File: src/rtl/pulse_divider_bank.sv
// Multi-channel programmable divider: arbitrary period, programmable high time, per-channel enable.
// Outputs are registered; a channel starts at phase 0 the cycle after en is first sampled high.
// No backpressure: new configuration is shadowed and applied only at a period boundary or while idle.
module pulse_divider_bank #(
  parameter int N        = 32,
  parameter int CHANNELS = 4
) (
  input  logic                  clk,
  input  logic                  rst,
  input  logic [CHANNELS-1:0]   en,
  input  logic [CHANNELS*N-1:0] ticks,
  input  logic [CHANNELS*N-1:0] high,
  input  logic [CHANNELS-1:0]   load,
  output logic [CHANNELS-1:0]   pending,
  output logic [CHANNELS-1:0]   out,
  output logic [CHANNELS-1:0]   tick
);

  localparam logic [N-1:0] ONE = {{(N-1){1'b0}}, 1'b1};

  for (genvar i = 0; i < CHANNELS; i++) begin : g_ch
    logic [N-1:0] cnt_q, cnt_d;
    logic [N-1:0] per_q, per_d;
    logic [N-1:0] hi_q, hi_d;
    logic [N-1:0] sh_per_q, sh_hi_q;
    logic         run_q, run_d;
    logic         pend_q, pend_d;
    logic         out_q, tick_q;
    logic         at_end, apply;

    // Next-state: apply shadow/port config at the period boundary or while idle, then advance phase
    always_comb begin
      per_d  = per_q;
      hi_d   = hi_q;
      pend_d = pend_q;
      // Boundary test is done at full N bits so P = 2^N-1 is usable
      at_end = run_q && (cnt_q == (per_q - ONE));
      apply  = at_end || !run_q;
      if (apply) begin
        pend_d = 1'b0;
        if (load[i]) begin
          // Config arriving exactly at an apply point bypasses the shadow
          per_d = ticks[i*N +: N];
          hi_d  = high[i*N +: N];
        end else if (pend_q) begin
          per_d = sh_per_q;
          hi_d  = sh_hi_q;
        end
      end else if (load[i]) begin
        pend_d = 1'b1;
      end
      run_d = en[i] && (per_d != '0);
      if (!run_d || apply) begin
        cnt_d = '0;
      end else begin
        cnt_d = cnt_q + ONE;
      end
    end

    // State and registered outputs; reset aborts any period in flight and drops pending config
    always_ff @(posedge clk) begin
      if (rst) begin
        cnt_q    <= '0;
        per_q    <= '0;
        hi_q     <= '0;
        sh_per_q <= '0;
        sh_hi_q  <= '0;
        run_q    <= 1'b0;
        pend_q   <= 1'b0;
        out_q    <= 1'b0;
        tick_q   <= 1'b0;
      end else begin
        cnt_q  <= cnt_d;
        per_q  <= per_d;
        hi_q   <= hi_d;
        run_q  <= run_d;
        pend_q <= pend_d;
        if (load[i]) begin
          sh_per_q <= ticks[i*N +: N];
          sh_hi_q  <= high[i*N +: N];
        end
        out_q  <= run_d && (cnt_d < hi_d);
        tick_q <= run_d && (cnt_d == '0);
      end
    end

    assign pending[i] = pend_q;
    assign out[i]     = out_q;
    assign tick[i]    = tick_q;
  end

endmodule

File: config.mk
export PLATFORM = sky130hd
export DESIGN_NAME = pulse_divider_bank
export DESIGN_NICKNAME = d
export VERILOG_FILES = /design/src/rtl/pulse_divider_bank.sv
export SDC_FILE = /design/constraint.sdc
export NUM_CORES = 2
export LEC_CHECK = 0
export ABC_AREA = 1
export ABC_CLOCK_PERIOD_IN_PS = 9000
export CAP_MARGIN = 15
export CORE_ASPECT_RATIO = 0.6
export CORE_MARGIN = 1
export CORE_UTILIZATION = 30
export CTS_CLUSTER_DIAMETER = 50
export DETAILED_ROUTE_END_ITERATION = 8
export PLACE_DENSITY = 0.51
export SYNTH_ARGS = -nofsm -noshare
export SYNTH_HDL_FRONTEND = slang
export SYNTH_SLANG_ARGS = --single-unit
File: constraint.sdc
create_clock -name clk -period 9 [get_ports clk]
set_input_delay 2.7 -clock clk [delete_from_list [all_inputs] [get_ports clk]]
set_output_delay 2.7 -clock clk [all_outputs]
set_load 0.02 [all_outputs]
==> summary.json <==
{
  "synth": {
    "seq_area_frac_synth": 0.3400,
    "async_reset_ff_frac": 0,
    "synth_largest_type_area_fraction": 0.3400,
    "postSynthNetCount": 6354,
    "synthDistinctLibCells": 48,
    "yosys_most_used_dff": "dfxtp_1",
    "post_synth.cell_area_avg_um2": 6.485,
    "syn_area_um2": 38630,
    "post_synth_main_area_contributors": "dfxtp_1 (34%), nand2_1 (16%), nor2_1 (9.1%), a21oi_1 (5.9%), inv_1 (4.3%)",
    "ys.warnings.count": 0,
    "netlist_instances": 5956,
    "yosys_register_bits": 656,
    "number_of_enable_type_register_cells_in_the_synthesized_netlist": 0,
    "synthDominantAreaCellType": "dfxtp_1"
  },
  "routing": {
    "avgRoutedWirePerCell_um": 16.06,
    "drc": 0,
    "first_iter_violations": 3136,
    "detail_route.first_pass.iterations": 6,
    "detail-route-antenna-nets": 0,
    "route.detailed.vias_per_inst": 4.828,
    "detail_route.wirelength_mm": 125.6,
    "num_vias": 37750
  },
  "sta": {
    "timing_hold_violations_final": 0,
    "tns_ps": 0,
    "final-max-slew-violation-count": 0,
    "timing_worst_slew_pin_value_ps": 966.6,
    "setup_viol": 0,
    "timing.final.crit_period_ps": 6714,
    "fin_worst_hold_slack_ps": 457.9,
    "slew_headroom": 0.3488,
    "rsz0062_at_grt": "no",
    "fmaxAchievable_mhz": 149.0,
    "final.setup_skew_ps": 30.16,
    "layout_worst_path_cycle_share": 0.7459,
    "worst_slack_ps": 2287
  },
  "placed_design": {
    "place_congestion": 0.8971,
    "numPortBuffers": 277,
    "post-dp-hpwl_mm": 93.46,
    "dp_worst_setup_slack_ps": 1709,
    "detailed_place.area_um2": 42470
  },
  "worst_setup_path": {
    "crit_path_top_delay_cell": "clkinv_2",
    "critical_path.max_fanout": 63,
    "reg2reg_path_depth": 33,
    "slowest_delay_ps": 610,
    "crit_path_frequent_cell": "nand2_1",
    "cp_data_arrival_time_ps": 7320,
    "startpoint_type": "input pin",
    "critical_path_required_ps": 9600,
    "end_kind": "register",
    "crit_type": "in -> reg"
  },
  "grt": {
    "grt_antenna_before_repair": 21,
    "grt_pass1_vias": 34870,
    "overflow": 0,
    "global_route_wire_length_before_repair_mm": 198.5,
    "grt.total_usage": 0.1900,
    "grt_max_degree": 169
  },
  "pwr": {
    "power_density_over_the_cells_nw_per_um2": 175.8,
    "p_leak_uw": 0.01935,
    "vdd_ir_drop_max_mv": 0.1187
  },
  "clock_network": {
    "postCtsSetupRepairBufs": 0,
    "clk_path_buf_depth": 3,
    "ctsRootBufferMaster": "clkbuf_16",
    "cts_tree": "done",
    "worst_setup_hold_path_clk_slew_ps": 60,
    "clkSinkCount": 656,
    "cts_hold_repair.buffers": 0,
    "cts-buffers-inserted": 85,
    "cts-htree-levels": 3,
    "insertion_delay_ps": 680,
    "cts.repair.resized": 0
  },
  "final_layout": {
    "fillers": 13790,
    "layout.cells.most_common_list": "nand2_1 (1626), nor2_1 (936), dfxtp_1 (652), a21oi_1 (459), inv_1 (442)",
    "layout_commonest_cell": "nand2_1",
    "flow.area_growth_from_synthesis_pct": 17.27,
    "ff_latch_area_um2": 13140,
    "drive_gt1_frac": 0.04708,
    "fin_util": 0.3563,
    "num-nets-final": 6446,
    "multiInputGateArea_um2": 22370,
    "design_area_um2": 45300
  },
  "min_path": {
    "worst_hold_path.num_cells": 2,
    "holdCritPathClass": "reg -> reg"
  },
  "status": {
    "status": "finished, final reports clean"
  },
  "die": {
    "core_area_um2": 127100,
    "die_h_um": 279.9,
    "starting_density_of_the_core": 0.3038,
    "die_area_um2": 130200,
    "ioPinCount": 278,
    "die_width_um": 465.2,
    "std_cell_rows": 101
  },
  "run": {
    "max_cap_violations": 0
  }
}
[layout make-up]
class / count / share of cell area
antenna: 2 / 0.0001105
inverter: 464 / 0.03856
sequential: 656 / 0.2901
timing repair buffer: 317 / 0.06806
clock inverter: 42 / 0.008673
tap: 1699 / 0.04693
multi-input combinational: 4524 / 0.4939
clock buffer: 114 / 0.05367
[cells in the mapped netlist (13+ instances only)]
cell,number
nand4_1,73
nor2_1,940
o21ai_0,292
dfxtp_1,656
buf_4,25
ha_1,132
xnor2_1,52
buf_6,15
o21bai_1,17
nor3_1,109
o21a_1,18
nand3b_1,32
nand3_1,238
inv_2,16
a21boi_0,114
a21oi_1,459
xor2_1,130
buf_1,19
clkbuf_1,242
nor2_2,19
nand2_1,1626
inv_1,446
nor4_1,49
nand2_2,13
o211ai_1,126
[where the power goes]
part,switching (uW),internal (uW),total [uW]
clock,1470,1990,3460
sequential,123,3060,3190
combinational,833,482,1320
[routing by layer]
| layer | global-route usage | routed length, um |
|---|---|---|
| met1 | 0.2972 | 67680 |
| met2 | 0.2637 | 48810 |
| met3 | 0.03465 | 6872 |
| met4 | 0.03842 | 2158 |
| met5 | 0 | 72 |
[cell families (layout without fill, tap and decap cells)]
group,count (synthesis),after routing,synth area share
buffers and inverters,776,937,0.08111
xor gates and xnor gates,182,182,0.04127
other,0,2,0
adders and majority gates,132,132,0.04276
DFF,656,656,0.3400
and+or+nand+nor,3148,3148,0.3374
AOI/OAI and AO/OA,1062,1062,0.1575
[stage by stage]
| step | instances | power (uW) |
|---|---|---|
| global route | 7818 | 8392 |
| finish | 7818 | 7962 |
| CTS | 7816 | 8056 |
| global placement | 7660 | 4540 |
| floorplan | 5956 | 4119 |
| detailed placement | 7660 | 4553 |
[critical path: cells and delay by family]
| family | cells | cell delay (ps) |
|---|---|---|
| AOI/OAI and AO/OA | 6 | 900 |
| adders and majority gates | 1 | 290 |
| buffers and inverters | 4 | 1070 |
| and+or+nand+nor | 14 | 2320 |
[path summary, 6_finish.rpt]
check,start,end,slack (ps)
setup reg to reg,g_ch[2].per_q[0]$_SDFF_PP0_,g_ch[2].out_q$_SDFF_PP0_,2510
setup / recovery,load[1],g_ch[1].out_q$_SDFF_PP0_,2290
hold reg to reg,g_ch[2].sh_hi_q[11]$_SDFFE_PP0P_,g_ch[2].sh_hi_q[11]$_SDFFE_PP0P_,460
hold / removal,g_ch[2].sh_hi_q[11]$_SDFFE_PP0P_,g_ch[2].sh_hi_q[11]$_SDFFE_PP0P_,460
[sequential cells by signal, summed over array words and instances, names as in the netlist]
name and flops:
g_ch.pend_q 4, g_ch.hi_q 128, g_ch.run_q 4, g_ch.tick_q 4
g_ch.per_q 128, g_ch.sh_hi_q 128, g_ch.sh_per_q 128, g_ch.cnt_q 128
g_ch.out_q 4
No activity file was read; power rests on OpenSTA's default activity.
